<file path="src/rtl/fetch_pkg.sv">
// fetch_pkg: shared types and constants for the ROM instruction fetch unit.
//   state_e       : fetch FSM states (IDLE, ADDR, WAIT)
//   WORD_BYTES    : byte stride between consecutive instruction words
//   fetch_entry_t : one prefetch FIFO entry {pc, data} at the default PC width
package fetch_pkg;

   typedef enum logic [1:0] {
      IDLE = 2'd0,
      ADDR = 2'd1,
      WAIT = 2'd2
   } state_e;

   localparam int WORD_BYTES     = 4;
   localparam int DEFAULT_ADDR_W = 17;

   typedef struct packed {
      logic [DEFAULT_ADDR_W-1:0] pc;
      logic [31:0]               data;
   } fetch_entry_t;

endpackage

</file>
<file path="src/rtl/rom_fetch_unit_if.sv">
// rom_fetch_unit_if: bundles the ROM read port and the decode-side handshake.
//   ROM side    : rom_en, rom_rw, rom_addr (to ROM), rom_data (from ROM)
//   decode side : instr_valid, instr_data, instr_pc (to decode), instr_ready (from decode)
// Handshake: a word transfers on a rising edge where instr_valid=1 and
// instr_ready=1. While instr_valid=1 and no transfer happens, instr_data and
// instr_pc hold. instr_valid never depends on instr_ready in the same cycle;
// decode may drive instr_ready independently of instr_valid.
// Modports: master = fetch unit, slave = ROM plus decode stage.
interface rom_fetch_unit_if #(
   parameter int ADDR_W = 17
);
   logic              rom_en;
   logic              rom_rw;
   logic [ADDR_W-1:0] rom_addr;
   logic [31:0]       rom_data;
   logic              instr_valid;
   logic              instr_ready;
   logic [31:0]       instr_data;
   logic [ADDR_W-1:0] instr_pc;

   modport master (
      output rom_en, rom_rw, rom_addr,
      input  rom_data,
      output instr_valid, instr_data, instr_pc,
      input  instr_ready
   );

   modport slave (
      input  rom_en, rom_rw, rom_addr,
      output rom_data,
      input  instr_valid, instr_data, instr_pc,
      output instr_ready
   );
endinterface

</file>
<file path="src/rtl/fetch_fifo.sv">
// fetch_fifo: DEPTH-entry synchronous FIFO of fetched {pc, data} entries.
//   clk, reset_n : clock, asynchronous active-low reset
//   push/wr_entry: write an entry at the tail
//   pop          : drop the head entry (ignored when empty)
//   flush        : empty the FIFO; overrides push and pop on the same edge
//   rd_entry     : head entry (registered storage, no output logic)
//   count/full/empty : occupancy
module fetch_fifo
   import fetch_pkg::*;
#(
   parameter int  DEPTH   = 4,
   parameter type entry_t = fetch_entry_t
)(
   input  logic                   clk,
   input  logic                   reset_n,
   input  logic                   push,
   input  logic                   pop,
   input  logic                   flush,
   input  entry_t                 wr_entry,
   output entry_t                 rd_entry,
   output logic [$clog2(DEPTH):0] count,
   output logic                   full,
   output logic                   empty
);
   localparam int PTR_W = $clog2(DEPTH);

   entry_t             mem_q [DEPTH];
   logic [PTR_W-1:0]   wr_ptr_q, wr_ptr_d;
   logic [PTR_W-1:0]   rd_ptr_q, rd_ptr_d;
   logic [PTR_W:0]     count_q, count_d;
   logic               do_push, do_pop;

   assign full     = (count_q == (PTR_W+1)'(DEPTH));
   assign empty    = (count_q == '0);
   assign count    = count_q;
   assign rd_entry = mem_q[rd_ptr_q];

   always_comb begin
      do_pop   = pop && !empty && !flush;
      do_push  = push && !flush && (!full || do_pop);
      wr_ptr_d = wr_ptr_q;
      rd_ptr_d = rd_ptr_q;
      count_d  = count_q;
      if (flush) begin
         wr_ptr_d = '0;
         rd_ptr_d = '0;
         count_d  = '0;
      end else begin
         // DEPTH is a power of two, so the pointers wrap naturally.
         wr_ptr_d = wr_ptr_q + PTR_W'(do_push);
         rd_ptr_d = rd_ptr_q + PTR_W'(do_pop);
         count_d  = count_q + (PTR_W+1)'(do_push) - (PTR_W+1)'(do_pop);
      end
   end

   // Storage is reset too so the head reads as zero straight out of reset.
   always_ff @(posedge clk or negedge reset_n) begin
      if (!reset_n) begin
         wr_ptr_q <= '0;
         rd_ptr_q <= '0;
         count_q  <= '0;
         for (int i = 0; i < DEPTH; i++) begin
            mem_q[i] <= '0;
         end
      end else begin
         wr_ptr_q <= wr_ptr_d;
         rd_ptr_q <= rd_ptr_d;
         count_q  <= count_d;
         if (do_push) begin
            mem_q[wr_ptr_q] <= wr_entry;
         end
      end
   end
endmodule

</file>
<file path="src/rtl/rom_fetch_unit.sv">
// rom_fetch_unit: instruction fetch stage in front of the program ROM.
//   clk, reset_n  : clock, asynchronous active-low reset
//   fetch_en      : allows new ROM requests (an in-flight one always completes)
//   redirect      : one-cycle pulse, loads pc from redirect_pc and flushes
//   redirect_pc   : new pc, low two bits forced to zero
//   bus (master)  : ROM read port and decode valid/ready handshake
//   dbg_state     : current fetch FSM state
// One request is in flight at a time and a request only starts with a free
// FIFO slot, so the capture push can never overflow.
module rom_fetch_unit
   import fetch_pkg::*;
#(
   parameter int                ADDR_W      = DEFAULT_ADDR_W,
   parameter int                DEPTH       = 4,
   parameter int                WAIT_CYCLES = 1,
   parameter logic [ADDR_W-1:0] RESET_PC    = '0
)(
   input  logic              clk,
   input  logic              reset_n,
   input  logic              fetch_en,
   input  logic              redirect,
   input  logic [ADDR_W-1:0] redirect_pc,
   rom_fetch_unit_if.master  bus,
   output state_e            dbg_state
);
   localparam int CNT_W = (WAIT_CYCLES > 1) ? $clog2(WAIT_CYCLES) : 1;
   localparam int CW    = $clog2(DEPTH) + 1;

   typedef struct packed {
      logic [ADDR_W-1:0] pc;
      logic [31:0]       data;
   } entry_t;

   state_e            state_q, state_d;
   logic [ADDR_W-1:0] pc_q, pc_d;
   logic [CNT_W-1:0]  cnt_q, cnt_d;
   logic              rom_en_q, rom_en_d;
   logic              push, pop, capture, room;
   logic [CW-1:0]     fifo_count;
   logic              fifo_full, fifo_empty;
   entry_t            wr_entry, rd_entry;

   fetch_fifo #(
      .DEPTH   (DEPTH),
      .entry_t (entry_t)
   ) u_fifo (
      .clk      (clk),
      .reset_n  (reset_n),
      .push     (push),
      .pop      (pop),
      .flush    (redirect),
      .wr_entry (wr_entry),
      .rd_entry (rd_entry),
      .count    (fifo_count),
      .full     (fifo_full),
      .empty    (fifo_empty)
   );

   always_comb begin
      state_d       = state_q;
      pc_d          = pc_q;
      cnt_d         = cnt_q;
      push          = 1'b0;
      wr_entry.pc   = pc_q;
      wr_entry.data = bus.rom_data;
      // A coincident redirect discards the pop along with the FIFO contents.
      pop     = !fifo_empty && bus.instr_ready && !redirect;
      capture = (state_q == WAIT) && (cnt_q == '0);
      // Count is at most DEPTH-1 at a capture, so post-push count < DEPTH
      // holds exactly when a pop frees a slot or one more slot is spare.
      room    = pop || (fifo_count < CW'(DEPTH - 1));

      if (redirect) begin
         pc_d    = redirect_pc & ~ADDR_W'(3);
         state_d = fetch_en ? ADDR : IDLE;
      end else begin
         case (state_q)
            IDLE: begin
               if (fetch_en && !fifo_full) state_d = ADDR;
            end
            ADDR: begin
               state_d = WAIT;
               cnt_d   = CNT_W'(WAIT_CYCLES - 1);
            end
            WAIT: begin
               if (capture) begin
                  push    = 1'b1;
                  pc_d    = pc_q + ADDR_W'(WORD_BYTES);
                  state_d = (fetch_en && room) ? ADDR : IDLE;
               end else begin
                  cnt_d = cnt_q - CNT_W'(1);
               end
            end
            default: state_d = IDLE;
         endcase
      end
      rom_en_d = (state_d != IDLE);
   end

   always_ff @(posedge clk or negedge reset_n) begin
      if (!reset_n) begin
         state_q  <= IDLE;
         pc_q     <= RESET_PC;
         cnt_q    <= '0;
         rom_en_q <= 1'b0;
      end else begin
         state_q  <= state_d;
         pc_q     <= pc_d;
         cnt_q    <= cnt_d;
         rom_en_q <= rom_en_d;
      end
   end

   // pc only changes on leaving WAIT or on redirect, so it doubles as the
   // held ROM address for the whole request.
   assign bus.rom_en      = rom_en_q;
   assign bus.rom_rw      = 1'b1;
   assign bus.rom_addr    = pc_q;
   assign bus.instr_valid = !fifo_empty;
   assign bus.instr_data  = rd_entry.data;
   assign bus.instr_pc    = rd_entry.pc;
   assign dbg_state       = state_q;
endmodule

</file>
<file path="src/flat_wrapper.sv">
// flat-port wrapper written by rule: the top's interface ports become plain ports
module rom_fetch_unit_flat import fetch_pkg::*;
#(
   parameter int                ADDR_W      = DEFAULT_ADDR_W,
   parameter int                DEPTH       = 4,
   parameter int                WAIT_CYCLES = 1,
   parameter logic [ADDR_W-1:0] RESET_PC    = '0
)
  (clk, reset_n, fetch_en, redirect, redirect_pc, dbg_state, bus_rom_en, bus_rom_rw, bus_rom_addr, bus_rom_data, bus_instr_valid, bus_instr_data, bus_instr_pc, bus_instr_ready);
  rom_fetch_unit_if #(.ADDR_W(ADDR_W)) bus_i ();
  input  logic clk;
  input  logic reset_n;
  input  logic fetch_en;
  input  logic redirect;
  input  logic [ADDR_W-1:0] redirect_pc;
  output state_e dbg_state;
  output wire logic [$bits(bus_i.rom_en)-1:0] bus_rom_en;
  output wire logic [$bits(bus_i.rom_rw)-1:0] bus_rom_rw;
  output wire logic [$bits(bus_i.rom_addr)-1:0] bus_rom_addr;
  input wire logic [$bits(bus_i.rom_data)-1:0] bus_rom_data;
  output wire logic [$bits(bus_i.instr_valid)-1:0] bus_instr_valid;
  output wire logic [$bits(bus_i.instr_data)-1:0] bus_instr_data;
  output wire logic [$bits(bus_i.instr_pc)-1:0] bus_instr_pc;
  input wire logic [$bits(bus_i.instr_ready)-1:0] bus_instr_ready;
  assign bus_rom_en = bus_i.rom_en;
  assign bus_rom_rw = bus_i.rom_rw;
  assign bus_rom_addr = bus_i.rom_addr;
  assign bus_i.rom_data = bus_rom_data;
  assign bus_instr_valid = bus_i.instr_valid;
  assign bus_instr_data = bus_i.instr_data;
  assign bus_instr_pc = bus_i.instr_pc;
  assign bus_i.instr_ready = bus_instr_ready;
  rom_fetch_unit #(.ADDR_W(ADDR_W), .DEPTH(DEPTH), .WAIT_CYCLES(WAIT_CYCLES), .RESET_PC(RESET_PC)) u_core (.clk(clk), .reset_n(reset_n), .fetch_en(fetch_en), .redirect(redirect), .redirect_pc(redirect_pc), .bus(bus_i), .dbg_state(dbg_state));
endmodule
</file>
<file path="config.mk">
export PLATFORM = sky130hd
export DESIGN_NAME = rom_fetch_unit_flat
export DESIGN_NICKNAME = d
export VERILOG_FILES = /design/src/rtl/fetch_pkg.sv /design/src/rtl/rom_fetch_unit_if.sv /design/src/rtl/fetch_fifo.sv /design/src/rtl/rom_fetch_unit.sv /design/src/flat_wrapper.sv
export SDC_FILE = /design/constraint.sdc
export NUM_CORES = 1
export LEC_CHECK = 0
export CORE_MARGIN = 5
export CORE_UTILIZATION = 50
export DETAILED_ROUTE_END_ITERATION = 10
export GPL_ROUTABILITY_DRIVEN = 0
export PLACE_DENSITY = 0.75
export RECOVER_POWER = 100
export SLEW_MARGIN = 20
export SYNTH_ARGS = -nofsm -noshare
export SYNTH_HDL_FRONTEND = slang
export SYNTH_SLANG_ARGS = --single-unit
</file>
<file path="constraint.sdc">
create_clock -name clk -period 5.35 [get_ports clk]
set_input_delay 0.535 -clock clk [delete_from_list [all_inputs] [get_ports clk]]
set_output_delay 0.535 -clock clk [all_outputs]
set_load 0.05 [all_outputs]
</file>
==> results of run 1 <==
## worst max-delay path: stages (launching register included)
cell and delay (ns):
dfrtp_1 1.48, buf_4 0.47, mux4_2 0.38, dlygate4sd3_1 0.78
## cell usage after synthesis (2+ instances only)
| library cell | number |
|---|---|
| conb_1 | 2 |
| buf_2 | 9 |
| ha_1 | 10 |
| xnor2_1 | 3 |
| dfrtp_1 | 214 |
| a21o_1 | 2 |
| and3_1 | 3 |
| or2_2 | 3 |
| nand3_1 | 3 |
| nor3_1 | 2 |
| clkbuf_1 | 12 |
| mux2_2 | 188 |
| a21boi_0 | 2 |
| buf_4 | 5 |
| inv_1 | 7 |
| nor2b_1 | 3 |
| nor3b_1 | 4 |
| and4_1 | 2 |
| or3_1 | 2 |
| o21ai_0 | 12 |
| nor2_1 | 8 |
| and4b_1 | 2 |
| nand2_1 | 20 |
| o21a_1 | 2 |
| mux4_2 | 47 |
| xor2_1 | 10 |
| or4_1 | 2 |
| buf_6 | 16 |
| nand4_1 | 4 |
## per-stage QoR
stage,setup WS [ns],util
3_5_place_dp,1.817,0.5809
3_3_place_gp,1.869,0.5809
4_1_cts,1.694,0.6240
6_report,1.186,0.6231
2_1_floorplan,2.797,-
5_1_grt,0.9518,0.6231
## worst paths after layout
path	slack [ns]	to	from
min in group asynchronous	1.04	u_core.u_fifo.mem_q[154]$_DFFE_PN0P_	reset_n
worst max-delay path	1.19	bus_instr_data[9]	u_core.u_fifo.rd_ptr_q[1]$_DFF_PN0_
max in group asynchronous	2.08	u_core.u_fifo.rd_ptr_q[0]$_DFF_PN0_	reset_n
worst min-delay path	0.50	u_core.u_fifo.mem_q[12]$_DFFE_PN0P_	u_core.u_fifo.mem_q[12]$_DFFE_PN0P_
worst min register to register	0.50	u_core.u_fifo.mem_q[12]$_DFFE_PN0P_	u_core.u_fifo.mem_q[12]$_DFFE_PN0P_
worst max register to register	2.20	u_core.u_fifo.mem_q[25]$_DFFE_PN0P_	u_core.dbg_state[0]$_DFF_PN0_
## kinds of logic (layout without fill, tap and decap cells)
| kind of cell | after synthesis | in the layout |
|---|---|---|
| compound gates | 28 | 28 |
| xor+xnor | 13 | 13 |
| fa+ha+maj | 11 | 11 |
| buf+inv | 50 | 178 |
| flops | 214 | 214 |
| mux | 236 | 236 |
| other cells | 2 | 5 |
| simple gates | 61 | 61 |
## registers in the layout, summed over array words and instances (netlist names)
| register | cells |
|---|---|
| u_core.bus.rom_en | 1 |
| u_core.dbg_state | 2 |
| u_core.u_fifo.count | 3 |
| u_core.u_fifo.mem_q | 188 |
| u_core.bus.rom_addr | 15 |
| u_core.u_fifo.rd_ptr_q | 2 |
| u_core.u_fifo.wr_ptr_q | 2 |
| u_core.cnt_q | 1 |
## layer usage
layer | vias up | part of all wire
met2 | 136 | 0.50
met3 | 40 | 0.048
li1 | 2482 | -
met5 | - | 0.00064
met1 | 2963 | 0.43
met4 | 2 | 0.020
## placed cells by master, fill, tap and decap left out, drive strengths merged, types with 3 or more instances in the layout
cell type / netlist / routed
conb: 2 / 5
xor2: 10 / 10
dlygate4sd3: 0 / 65
and3: 3 / 3
dfrtp: 214 / 214
nor2b: 3 / 3
nor3b: 4 / 4
mux2: 188 / 188
ha: 10 / 10
mux4: 47 / 47
xnor2: 3 / 3
or2: 3 / 3
clkbuf: 12 / 44
o21ai: 12 / 12
inv: 7 / 7
nand4: 4 / 4
clkdlybuf4s50: 0 / 51
buf: 31 / 6
nand3: 3 / 3
nor2: 8 / 8
nand2: 20 / 20
clkinv: 0 / 4
## report_power, final
group | total [mW] | internal [mW] | switching, mW
registers | 2.04 | 1.86 | 0.175
clock network | 1.64 | 1.02 | 0.622
logic | 1.95 | 0.778 | 1.18
## layout make-up
cell class                      count  area [µm²]  area share
Timing Repair Buffer              128        1245      0.1057
Clock inverter                      5       50.05    0.004251
Clock buffer                       38       764.5     0.06494
Multi-Input combinational cell    354        4003      0.3400
Sequential cell                   214        5359      0.4552
Tap cell                          260       325.3     0.02763
Inverter                            7       26.28    0.002232
==> reports/qor.yml, run 1 <==
rsz0062_at_grt: "false"
max_freq_ghz: 0.2402
clock-root-buffer: "clkbuf_16"
routed_wl_um: 20400
grt_pass1_vias: 6516
die_area_um2: 22230
dpl.hpwl_um: 13100
crit_fanout: 32
power_mw: 5.637
initial_core_util: 0.5121
grtUsageMet2: 0.3265
grt.met3_usage: 0.03616
hold_path_depth: 1
nets: 794
pin_count: 125
synth-simple-area-share: 0.03440
end_kind: "primary output"
nFillCells: 1419
area_delta_synth_final_pct: 21.67
ys_seq_area_frac: 0.5535
syn_inst: 615
instances_no_fill: 1006
grt_max_degree: 129
yosysTopAreaCell: "dfrtp_1"
violations: "max-capacitance violations, max-slew violations"
grtUsageTotal: 0.1915
n_antenna_cell: 0
async_flop_share: 1.000
syn_area_um2: 9676
core-area_um2: 18890
cts_resized: 0
start_kind: "flip-flop"
netlist.area_leader.share: 0.5535
die_h_um: 149.1
worstRegToRegCells: 7
cellLeakagePower_nw: 5.434
synth_top_family_by_area: "multiplexers"
power.density_cell_area_nw_per_um2: 478.8
holdBufCountCts: 0
port_buffers: 117
drv_cap: 3
clock_latency_ns: 0.50
rows: 50
hold_viol: 0
vdd_ir_drop_max_uv: 308.6
ys_ff_latch: 214
clk_pin_slew_ns: 0.06
synth_ff_type: "dfrtp_1"
drc_errors: 0
first_pass_iters: 5
drive_gt1_frac: 0.3901
crit_type: "reg -> out"
clk_path_buf_depth: 3
post-route-period-util: 0.7782
drt-vias-per-instance: 5.589
cts_sinks: 214
ant_nets: 0
htree_levels: 1
setup_viol: 0
critPathArrivalTime_ns: 3.63
grt_pass1_wl_um: 34260
yosys.area_share.adder: 0.01500
finalMaxSlewViolations: 202
synth_mux_area_frac: 0.3292
top_usage_layer: "met2"
worstHoldPathType: "reg -> reg"
synth.area.top_cells: "dfrtp_1, mux2_2, mux4_2"
cts_tree: "done"
grt_overflow: 0
dpl-instance-area_um2: 10970
routedWlPerCell_um: 20.28
worst_pin_slew_ns: 3.084
synth_edf_count: 0
detail_route.iter0.violations: 218
avgSynthCellArea_um2: 15.73
fin_skew_ns: 0.009157
min_period_ns: 4.164
via_count: 5623
synth-compound-area-share: 0.02043
cp.required_ns: 4.82
synth_warnings: 0
post_cts_buffers: 0
numPlacedInstances: 962
gr-usage-met1: 0.2553
die_w_um: 149.1
netlist-cell-type-count: 45
finalHoldWorstSlack_ns: 0.5011
synth_xor_area_frac: 0.01177
cts_buffers: 24
final.setup.tns_ns: 0
run_status: "complete, but fails checks"
max-slew-margin-rel: -1.056
design_area_um2: 11770
antenna_found_initial: 1
Power figures use the tool's default switching activity.
==> run 2, diff against run 1 <==
==> constraint.sdc (replaced) <==
create_clock -name clk -period 4.3 [get_ports clk]
set_input_delay 0.43 -clock clk [delete_from_list [all_inputs] [get_ports clk]]
set_output_delay 0.43 -clock clk [all_outputs]
set_load 0.05 [all_outputs]
==> run 2 against run 1 <==
  * The run still ends with max-capacitance violations, max-slew violations left
  * Cell area decreased by 0.55%
  * Clock power increased by 17%
  * Sequential cell count unchanged
  * Power increased by 22%
  * Register-to-register slack worse by 1.2 ns
  * First-iteration DRC count up 25%
==> reports/qor.yml, run 2 (synthesized netlist as in run 1, its figures left out) <==
nFillCells: 1389
pin_count: 125
crit_fanout: 31
cp_top_family: "buffers and inverters"
clock-root-buffer: "clkbuf_16"
drive_gt1_frac: 0.3819
grt_pass1_wl_um: 33750
final.setup.tns_ns: 0
vdd_ir_drop_max_uv: 319.2
worst_pin_slew_ns: 3.205
switching_share: 0.3523
routed_wl_um: 20290
dpl.hpwl_um: 13140
cts_sinks: 214
post_cts_buffers: 0
p_clk_frac: 0.279
numPlacedInstances: 962
worstHoldPathType: "in -> reg"
htree_levels: 1
grtUsageTotal: 0.1884
area_delta_synth_final_pct: 21.00
fin_skew_ns: 0.01024
grt_overflow: 0
crit_type: "reg -> out"
slowest_stage: "dfrtp_4"
drt-vias-per-instance: 5.571
die_h_um: 149.1
instances_no_fill: 1001
initial_core_util: 0.5121
dpl-instance-area_um2: 11040
hold_viol: 0
p_sw_mw: 2.421
intPower_mw: 4.451
crit_path_cell_trace: "buf_12, mux4_2, dlygate4sd3_1"
first_pass_iters: 4
final_common_cell: "dfrtp_1"
path_buf_inv: 2
grt_max_degree: 130
cts_resized: 0
end_kind: "primary output"
slowest_delay_ns: 0.88
port_buffers: 117
drc_errors: 0
setup_viol: 0
critPathArrivalTime_ns: 3.02
clock_latency_ns: 0.49
power.density_cell_area_nw_per_um2: 587.0
min_period_ns: 3.452
clk_path_buf_depth: 3
max-slew-margin-rel: -1.136
power_frac_comb: 0.350
cts_buffers: 23
clk_pin_slew_ns: 0.06
mostFrequentLayoutCells: "dfrtp_1, mux2_2, dlygate4sd3_1"
nets: 792
top_register: "u_core.u_fifo.mem_q"
grt_pass1_vias: 6379
n_antenna_cell: 0
antenna_found_initial: 0
cellLeakagePower_nw: 5.385
die_w_um: 149.1
rows: 50
finalMaxSlewViolations: 129
violations: "max-capacitance violations, max-slew violations"
cts_tree: "done"
post-route-period-util: 0.8028
cp.required_ns: 3.87
core-area_um2: 18890
rsz0062_at_grt: "false"
detail_route.iter0.violations: 273
seqPwrFrac: 0.370
drv_cap: 1
run_status: "complete, but fails checks"
holdBufCountCts: 0
start_kind: "flip-flop"
routedWlPerCell_um: 20.27
via_count: 5577
die_area_um2: 22230
ant_nets: 0
design_area_um2: 11710
largest_reg_flops: 188
max_freq_ghz: 0.2897
==> run 2: changes by cell type in the layout (fill, tap and decap cells not counted), moves of 2 or more <==
cell       change
clkbuf_8       -5
buf_4          -4
buf_12         +3
clkbuf_16      -2
==> run 2: worst reg2reg max path, cell delays in order, from the launching register on <==
cell      delay (ns)
dfrtp_1         0.43
inv_1           0.10
ha_1            0.24
and2b_1         0.25
o211ai_1        0.32
nor2_4          0.65
clkbuf_2        0.79
mux2_2          0.44
==> run 2: power groups by stage <==
| stage | Clock, mW | Combinational [mW] | Sequential, mW |
|---|---|---|---|
| 2_1_floorplan | 0 | 1.74 | 2.55 |
| 6_report | 1.92 | 2.41 | 2.55 |
| 3_3_place_gp | 0 | 2.51 | 2.55 |
| 5_1_grt | 2.06 | 2.54 | 2.59 |
| 4_1_cts | 1.97 | 2.56 | 2.55 |
| 3_5_place_dp | 0 | 2.55 | 2.58 |
==> run 2: cell type report <==
class	instances	area, µm²	share of cell area
Clock buffer	33	653.1	0.05579
Multi-Input combinational cell	354	3984	0.3403
Timing Repair Buffer	127	1276	0.1090
Sequential cell	214	5360	0.4578
Inverter	7	26.28	0.002244
Tap cell	260	325.3	0.02779
Clock inverter	6	82.58	0.007054
==> run 2: stage by stage <==
step	total power [mW]	utilization	hold slack [ns]	setup WS, ns
floorplan	4.294	-	0.1344	1.747
global placement	5.060	0.5842	0.4824	1.361
detailed placement	5.136	0.5842	0.4909	1.374
CTS	7.088	0.6231	0.1477	0.8190
global route	7.189	0.6197	0.4985	0.6884
finish	6.872	0.6197	0.4926	0.8480
==> run 2: routing by layer <==
layer | part of all wire | wire (µm) | track usage
met1 | 0.44 | 8976 | 0.2556
met2 | 0.49 | 10020 | 0.3195
met3 | 0.049 | 1004 | 0.03494
met4 | 0.014 | 293 | 0.04165
met5 | 0 | 0 | 0
==> run 2: worst paths after layout <==
kind                       slack [ns]                            startpoint                              endpoint  depth (start not counted)
setup / recovery                 0.85   u_core.u_fifo.rd_ptr_q[0]$_DFF_PN0_                       bus_instr_pc[7]                          3
hold / removal                   0.49                        redirect_pc[6]    u_core.bus.rom_addr[6]$_DFFE_PN0P_                          3
setup reg to reg                 0.96         u_core.dbg_state[0]$_DFF_PN0_   u_core.u_fifo.mem_q[28]$_DFFE_PN0P_                          7
hold reg to reg                  0.50  u_core.u_fifo.mem_q[124]$_DFFE_PN0P_  u_core.u_fifo.mem_q[124]$_DFFE_PN0P_                          1
max in group asynchronous        1.45                               reset_n   u_core.u_fifo.mem_q[76]$_DFFE_PN0P_                          1
min in group asynchronous        0.96                               reset_n  u_core.u_fifo.mem_q[107]$_DFFE_PN0P_                          1
